`src/rtl/osc_index_gen.sv`:
```
// osc_index_gen
// Generates playback sample indices for a bank of wavetable oscillators.
// Each oscillator keeps a fixed-point phase accumulator (integer part is the
// sample index, PHASE_FRAC fractional bits). On every audio sample tick one
// update pass walks the oscillators, one slot per clock, then pulses
// update_done_out.
//
// Ports
//   clk_in             system clock, all logic on the rising edge
//   rst_in             synchronous active-low reset
//   sample_tick_in     one-cycle pulse at the audio sample rate; starts a pass
//   wave_width_in      active wave length in samples (latched at pass start)
//   ui_update_trig_in  pulse: wave memory reloaded, restart all running phases
//   note_on_in         per-oscillator gate
//   phase_inc_in       per-oscillator unsigned increment, oscillator i at
//                      bits [i*INC_WIDTH +: INC_WIDTH]
//   osc_is_on_out      per-oscillator active flag (wave memory read enable)
//   osc_index_out      per-oscillator sample index, oscillator i at
//                      bits [i*WW_WIDTH +: WW_WIDTH]
//   update_done_out    one-cycle pulse when a pass has finished
//   busy_out           high while a pass is in progress
//   tick_overrun_out   sticky: a tick arrived while busy (cleared by reset)
//   fsm_state_out      current FSM state (debug visibility)
//
// Handshake: sample_tick_in is accepted only while busy_out is low; a tick
// seen while busy_out is high is dropped and recorded in tick_overrun_out.
// update_done_out marks completion of every accepted tick exactly once,
// NUM_OSCILLATORS+1 cycles after the tick.

module osc_index_gen #(
    parameter int NUM_OSCILLATORS = 4,
    parameter int WW_WIDTH        = 18,
    parameter int INC_WIDTH       = 16,
    parameter int PHASE_FRAC      = 8
) (
    input  logic                                 clk_in,
    input  logic                                 rst_in,
    input  logic                                 sample_tick_in,
    input  logic [WW_WIDTH-1:0]                  wave_width_in,
    input  logic                                 ui_update_trig_in,
    input  logic [NUM_OSCILLATORS-1:0]           note_on_in,
    input  logic [INC_WIDTH*NUM_OSCILLATORS-1:0] phase_inc_in,
    output logic [NUM_OSCILLATORS-1:0]           osc_is_on_out,
    output logic [WW_WIDTH*NUM_OSCILLATORS-1:0]  osc_index_out,
    output logic                                 update_done_out,
    output logic                                 busy_out,
    output logic                                 tick_overrun_out,
    output logic [1:0]                           fsm_state_out
);

    localparam int ACC_W  = WW_WIDTH + PHASE_FRAC;
    localparam int SLOT_W = (NUM_OSCILLATORS > 1) ? $clog2(NUM_OSCILLATORS) : 1;
    localparam logic [SLOT_W-1:0] LAST_SLOT = SLOT_W'(NUM_OSCILLATORS - 1);

    typedef enum logic [1:0] {
        ST_IDLE   = 2'd0,
        ST_UPDATE = 2'd1,
        ST_DONE   = 2'd2
    } state_t;

    state_t                      state_q, state_d;
    logic [SLOT_W-1:0]           slot_q, slot_d;
    logic [WW_WIDTH-1:0]         width_q;
    logic                        restart_q;
    logic                        pending_q;
    logic                        overrun_q;
    logic [ACC_W-1:0]            acc_q [NUM_OSCILLATORS];
    logic [NUM_OSCILLATORS-1:0]  on_q;

    // Values for the slot currently being serviced
    logic [ACC_W-1:0]            cur_acc;
    logic [INC_WIDTH-1:0]        cur_inc;
    logic                        cur_note;
    logic                        cur_on;
    logic [ACC_W:0]              sum;
    logic [ACC_W:0]              sub;
    logic [ACC_W:0]              width_ext;
    logic [ACC_W-1:0]            new_acc;
    logic                        new_on;

    // ------------------------------------------------------------------
    // FSM next state
    // ------------------------------------------------------------------
    always_comb begin
        state_d = state_q;
        slot_d  = slot_q;
        case (state_q)
            ST_IDLE: begin
                if (sample_tick_in) begin
                    state_d = ST_UPDATE;
                    slot_d  = '0;
                end
            end
            ST_UPDATE: begin
                if (slot_q == LAST_SLOT) begin
                    state_d = ST_DONE;
                end else begin
                    slot_d = slot_q + 1'b1;
                end
            end
            ST_DONE: begin
                state_d = ST_IDLE;
            end
            default: begin
                state_d = ST_IDLE;
            end
        endcase
    end

    // ------------------------------------------------------------------
    // Slot datapath
    // ------------------------------------------------------------------
    always_comb begin
        cur_acc  = '0;
        cur_inc  = '0;
        cur_note = 1'b0;
        cur_on   = 1'b0;
        for (int i = 0; i < NUM_OSCILLATORS; i++) begin
            if (slot_q == SLOT_W'(i)) begin
                cur_acc  = acc_q[i];
                cur_inc  = phase_inc_in[i*INC_WIDTH +: INC_WIDTH];
                cur_note = note_on_in[i];
                cur_on   = on_q[i];
            end
        end

        // One extra bit so a carry out of the accumulator still compares
        // as past the end of the wave.
        width_ext = {1'b0, width_q, {PHASE_FRAC{1'b0}}};
        sum       = {1'b0, cur_acc} + (ACC_W+1)'(cur_inc);
        sub       = sum - width_ext;

        new_acc = '0;
        new_on  = 1'b0;
        if (!cur_note || (width_q == '0)) begin
            new_acc = '0;
            new_on  = 1'b0;
        end else if (!cur_on || restart_q) begin
            // note start, or wave reload: restart from sample 0
            new_acc = '0;
            new_on  = 1'b1;
        end else if (sum >= width_ext) begin
            // single wrap; an increment larger than the wave resets to 0
            new_acc = (sub >= width_ext) ? '0 : sub[ACC_W-1:0];
            new_on  = 1'b1;
        end else begin
            new_acc = sum[ACC_W-1:0];
            new_on  = 1'b1;
        end
    end

    // ------------------------------------------------------------------
    // Registers
    // ------------------------------------------------------------------
    always_ff @(posedge clk_in) begin
        if (!rst_in) begin
            state_q   <= ST_IDLE;
            slot_q    <= '0;
            width_q   <= '0;
            restart_q <= 1'b0;
            pending_q <= 1'b0;
            overrun_q <= 1'b0;
            on_q      <= '0;
            for (int i = 0; i < NUM_OSCILLATORS; i++) begin
                acc_q[i] <= '0;
            end
        end else begin
            state_q <= state_d;
            slot_q  <= slot_d;

            // A reload request arriving with the accepted tick applies to
            // that pass; otherwise it waits for the next one.
            if ((state_q == ST_IDLE) && sample_tick_in) begin
                width_q   <= wave_width_in;
                restart_q <= pending_q | ui_update_trig_in;
                pending_q <= 1'b0;
            end else if (ui_update_trig_in) begin
                pending_q <= 1'b1;
            end

            if (sample_tick_in && (state_q != ST_IDLE)) begin
                overrun_q <= 1'b1;
            end

            if (state_q == ST_UPDATE) begin
                for (int i = 0; i < NUM_OSCILLATORS; i++) begin
                    if (slot_q == SLOT_W'(i)) begin
                        acc_q[i] <= new_acc;
                        on_q[i]  <= new_on;
                    end
                end
            end
        end
    end

    // ------------------------------------------------------------------
    // Outputs
    // ------------------------------------------------------------------
    always_comb begin
        osc_index_out = '0;
        for (int i = 0; i < NUM_OSCILLATORS; i++) begin
            osc_index_out[i*WW_WIDTH +: WW_WIDTH] = acc_q[i][ACC_W-1:PHASE_FRAC];
        end
    end

    assign osc_is_on_out    = on_q;
    assign update_done_out  = (state_q == ST_DONE);
    assign busy_out         = (state_q != ST_IDLE);
    assign tick_overrun_out = overrun_q;
    assign fsm_state_out    = state_q;

endmodule

```
`config.mk`:
```
export PLATFORM = sky130hd
export DESIGN_NAME = osc_index_gen
export DESIGN_NICKNAME = d
export VERILOG_FILES = /design/src/rtl/osc_index_gen.sv
export SDC_FILE = /design/constraint.sdc
export NUM_CORES = 1
export LEC_CHECK = 0
export CORE_ASPECT_RATIO = 0.7
export CORE_MARGIN = 4
export CORE_UTILIZATION = 25
export CTS_BUF_LIST = sky130_fd_sc_hd__clkbuf_16
export DETAILED_ROUTE_END_ITERATION = 8
export GPL_TIMING_DRIVEN = 1
export PLACE_DENSITY_LB_ADDON = 0.08
export SKIP_LAST_GASP = 1
export SYNTH_ARGS = -nofsm -noshare
export SYNTH_HDL_FRONTEND = slang
export SYNTH_SLANG_ARGS = --single-unit
```
`constraint.sdc`:
```
create_clock -name clk_in -period 10.6 [get_ports clk_in]
set_clock_uncertainty 0.1 [all_clocks]
set_input_delay 2.12 -clock clk_in [delete_from_list [all_inputs] [get_ports clk_in]]
set_output_delay 2.12 -clock clk_in [all_outputs]
set_load 0.02 [all_outputs]
```
==> results.txt <==
First-pass GRT wire length -> 53.62 mm
Post-synth ARST share -> 0%
Fin Hold WS -> 366.9 ps
Post-Syn Area -> 9545 um^2
DR pass1 iterations -> 5
Sequential fraction of the synthesis area -> 38.80%
Placed Area -> 11260 um^2
FF/Latch Area -> 3704 um^2
EDFF count, synth -> 104
Deepest clock path buffer count -> 2
WP buf/inv -> 3
Vias/cell -> 4.917
H-tree depth -> 4
Sw Ratio -> 42.89%
Initial antenna violation count -> 1
Post-CTS setup buffers -> 0
RSZ-0062 raised after global routing -> false
Setup TNS -> 0 ps
Fin area -> 11820 um^2
Die area -> 41420 um^2
Wire per inst -> 21.31 um
HP Class -> flop to flop
Final Hold Viols -> 0
Combinational share of power -> 47.2%
Worst-Skew Late Latency -> 440 ps
Fill cells -> 3976
Worst Hold Launch -> width_q[11]
Clk root buf -> clkbuf_16
Max Fclk -> 104.2 MHz
Area growth from synthesis to layout -> 23.79%
Core area -> 37430 um^2
Highest cell delay on the worst timing path -> 650 ps
Die Y-Extent -> 171.5 um
Reg clk slew, reported paths -> 60 ps
Ant diodes -> 0
# resized after CTS -> 0
Detailed Route WL -> 36.34 mm
Ys Warns -> 0
Slew Viols, Final -> 0
Post-layout nets -> 1353
Cell mode on critical path -> nor2_1
Primary FF master, synth -> edfxtp_1
R2R cell count -> 33
Gpl congestion -> 0.8791
CP delay by family, top -> compound AO/OA/AOI/OAI gates
Relative slew slack -> 37.71%
Static Leak -> 4.364 nW
R2R setup slack -> 1330 ps
Worst-Margin Slew -> 908.4 ps
Hold Path Stages -> 2
CP arrival -> 9650 ps
Crit. End Element -> flop
Post-synthesis register bit count -> 133
Drt drc -> 0
Post-layout util -> 31.57%
Status -> finished clean
Fin crit period -> 9593 ps
CTS hold repair buffers -> 0
GRT overflow -> 0
Pint -> 1.290 mW
Initial detailed-routing violation count -> 694
Post-DP HPWL -> 27.13 mm
Multi-input gate area in the final layout -> 4954 um^2
Largest net degree at the start of global routing -> 66
Die X -> 241.6 um
Slowest cell on crit path -> a32oi_2
Num ports -> 171
Final Cycle Share -> 90.50%
Mapped Avg Cell Area -> 8.455 um^2
Total number of vias -> 8384
Yosys cell types -> 69
Critical path class -> input port to flop
Initial core utilization -> 25.50%
Worst Path Max Fanout -> 14
CP Launch Type -> input port
GRT Resource Usage Total -> 17.30%
Vias in the first global route -> 8056
Num rows -> 59
Seq pwr share -> 26.7%
Required time of the worst setup path -> 10660 ps
Count of input and output buffers -> 170
Share of cells above drive strength 1 -> 5.423%
Worst reg2reg startpoint -> slot_q[0]
Worst IR Drop VDD -> 0.1187 mV
R2R Path End -> acc_q[3][16]
Clock share of power -> 26.1%
Switching Power -> 969.1 uW
CTS tree -> built
CTS Buf Count -> 17
Pwr dens -> 191.2 nW/um^2
Hold Path Sink -> width_q[11]
Routed Antenna Nets -> 0
Maxcap violations -> 0
Final setup fails -> 0
Mapped Cells -> 1129
Clock Sinks -> 133
Post-Syn Nets -> 1277
[placed cells by master, fill, tap and decap left out, drive strengths merged, types with 7 or more instances in the layout]
cell,synthesis,final
o21a,9,9
dfxtp,29,29
nand3,15,15
edfxtp,104,104
a21oi,100,100
nor2b,17,17
nor4,15,15
nand3b,9,9
a21boi,23,23
o21ai,58,58
xnor2,19,19
buf,105,19
mux2i,12,12
clkdlybuf4s50,0,170
inv,34,38
nor2,146,146
xor2,14,14
o211ai,13,13
a21o,11,11
ha,56,56
clkbuf,27,17
a31oi,7,7
a211oi,8,8
nor3,60,60
clkinv,1,7
nand2,156,156
[cell families after synthesis]
group	count (synthesis)	share of synthesized area (%)
simple gates	455	21.60
fa+ha+maj	58	7.760
buf+inv	167	9.726
flops	133	38.80
xor+xnor	33	3.028
mux	13	1.376
compound gates	270	17.71
[sequential cells by signal (all words and copies together) (netlist names)]
register          count
acc_q               104
fsm_state_out         2
osc_is_on_out         4
pending_q             1
restart_q             1
slot_q                2
tick_overrun_out      1
width_q              18
[cells in the mapped netlist (all sizes together) (11+ instances only)]
cell | number | area (um^2)
nor2b | 17 | 106.4
o211ai | 13 | 97.59
nor3 | 60 | 300.3
nor2 | 146 | 550.5
buf | 105 | 695.7
ha | 56 | 700.7
o21ai | 58 | 290.3
xor2 | 14 | 122.6
nor4 | 15 | 106.4
clkbuf | 27 | 101.4
dfxtp | 29 | 580.6
inv | 34 | 127.6
a21oi | 100 | 500.5
nand3 | 15 | 75.07
a21o | 11 | 82.58
edfxtp | 104 | 3123
mux2i | 12 | 120.1
a21boi | 23 | 172.7
nand2 | 156 | 585.6
xnor2 | 19 | 166.4
[tightest hold or removal path, cell delays in order, from the launching register on]
cell and delay, ps:
dfxtp_1 310, nand2_1 50, a21boi_0 60
[how the worst max path moves through the flow]
stage                          startpoint           end  slack [ps]  depth (start not counted)
final                     phase_inc_in[9]  acc_q[3][16]        1010                         31
after global routing      phase_inc_in[0]  acc_q[3][21]         450                         32
after CTS                 phase_inc_in[0]  acc_q[3][16]        1160                         32
after detailed placement  phase_inc_in[0]  acc_q[3][16]         700                         32
after global placement    phase_inc_in[9]  acc_q[3][13]         710                         31
after floorplan           phase_inc_in[0]   acc_q[3][5]        2660                         31
[metrics by stage]
stage          total power, mW  std cells  worst slack (ps)
2_1_floorplan            1.291       1129              2656
5_1_grt                  2.397       1705             447.2
3_5_place_dp             1.661       1674             695.9
4_1_cts                  2.262       1705              1160
3_3_place_gp             1.675       1674             710.4
6_report                 2.259       1705              1007
[power groups by stage]
| stage | clock (mW) | combinational (mW) | sequential (mW) |
|---|---|---|---|
| floorplan | 0 | 0.683 | 0.608 |
| global placement | 0 | 1.06 | 0.615 |
| detailed placement | 0 | 1.05 | 0.615 |
| CTS | 0.605 | 1.05 | 0.604 |
| global route | 0.627 | 1.16 | 0.607 |
| finish | 0.589 | 1.07 | 0.604 |
[per-layer routing]
metal,routed length (um),up-vias,track usage (%)
li1,-,4093,-
met2,14170,261,23.60
met5,0,-,0
met4,432,0,3.960
met3,2343,23,4.130
met1,19400,4007,27.08
[layout make-up]
type	count	area share [%]
flip-flops and latches	133	31.34
multi-input cells	829	41.92
inverters	35	1.112
clock buffers	17	3.600
repair buffers	189	15.71
well taps	488	5.167
clock inverters	14	1.144
Note: power is estimated with default switching activity, not from simulation.
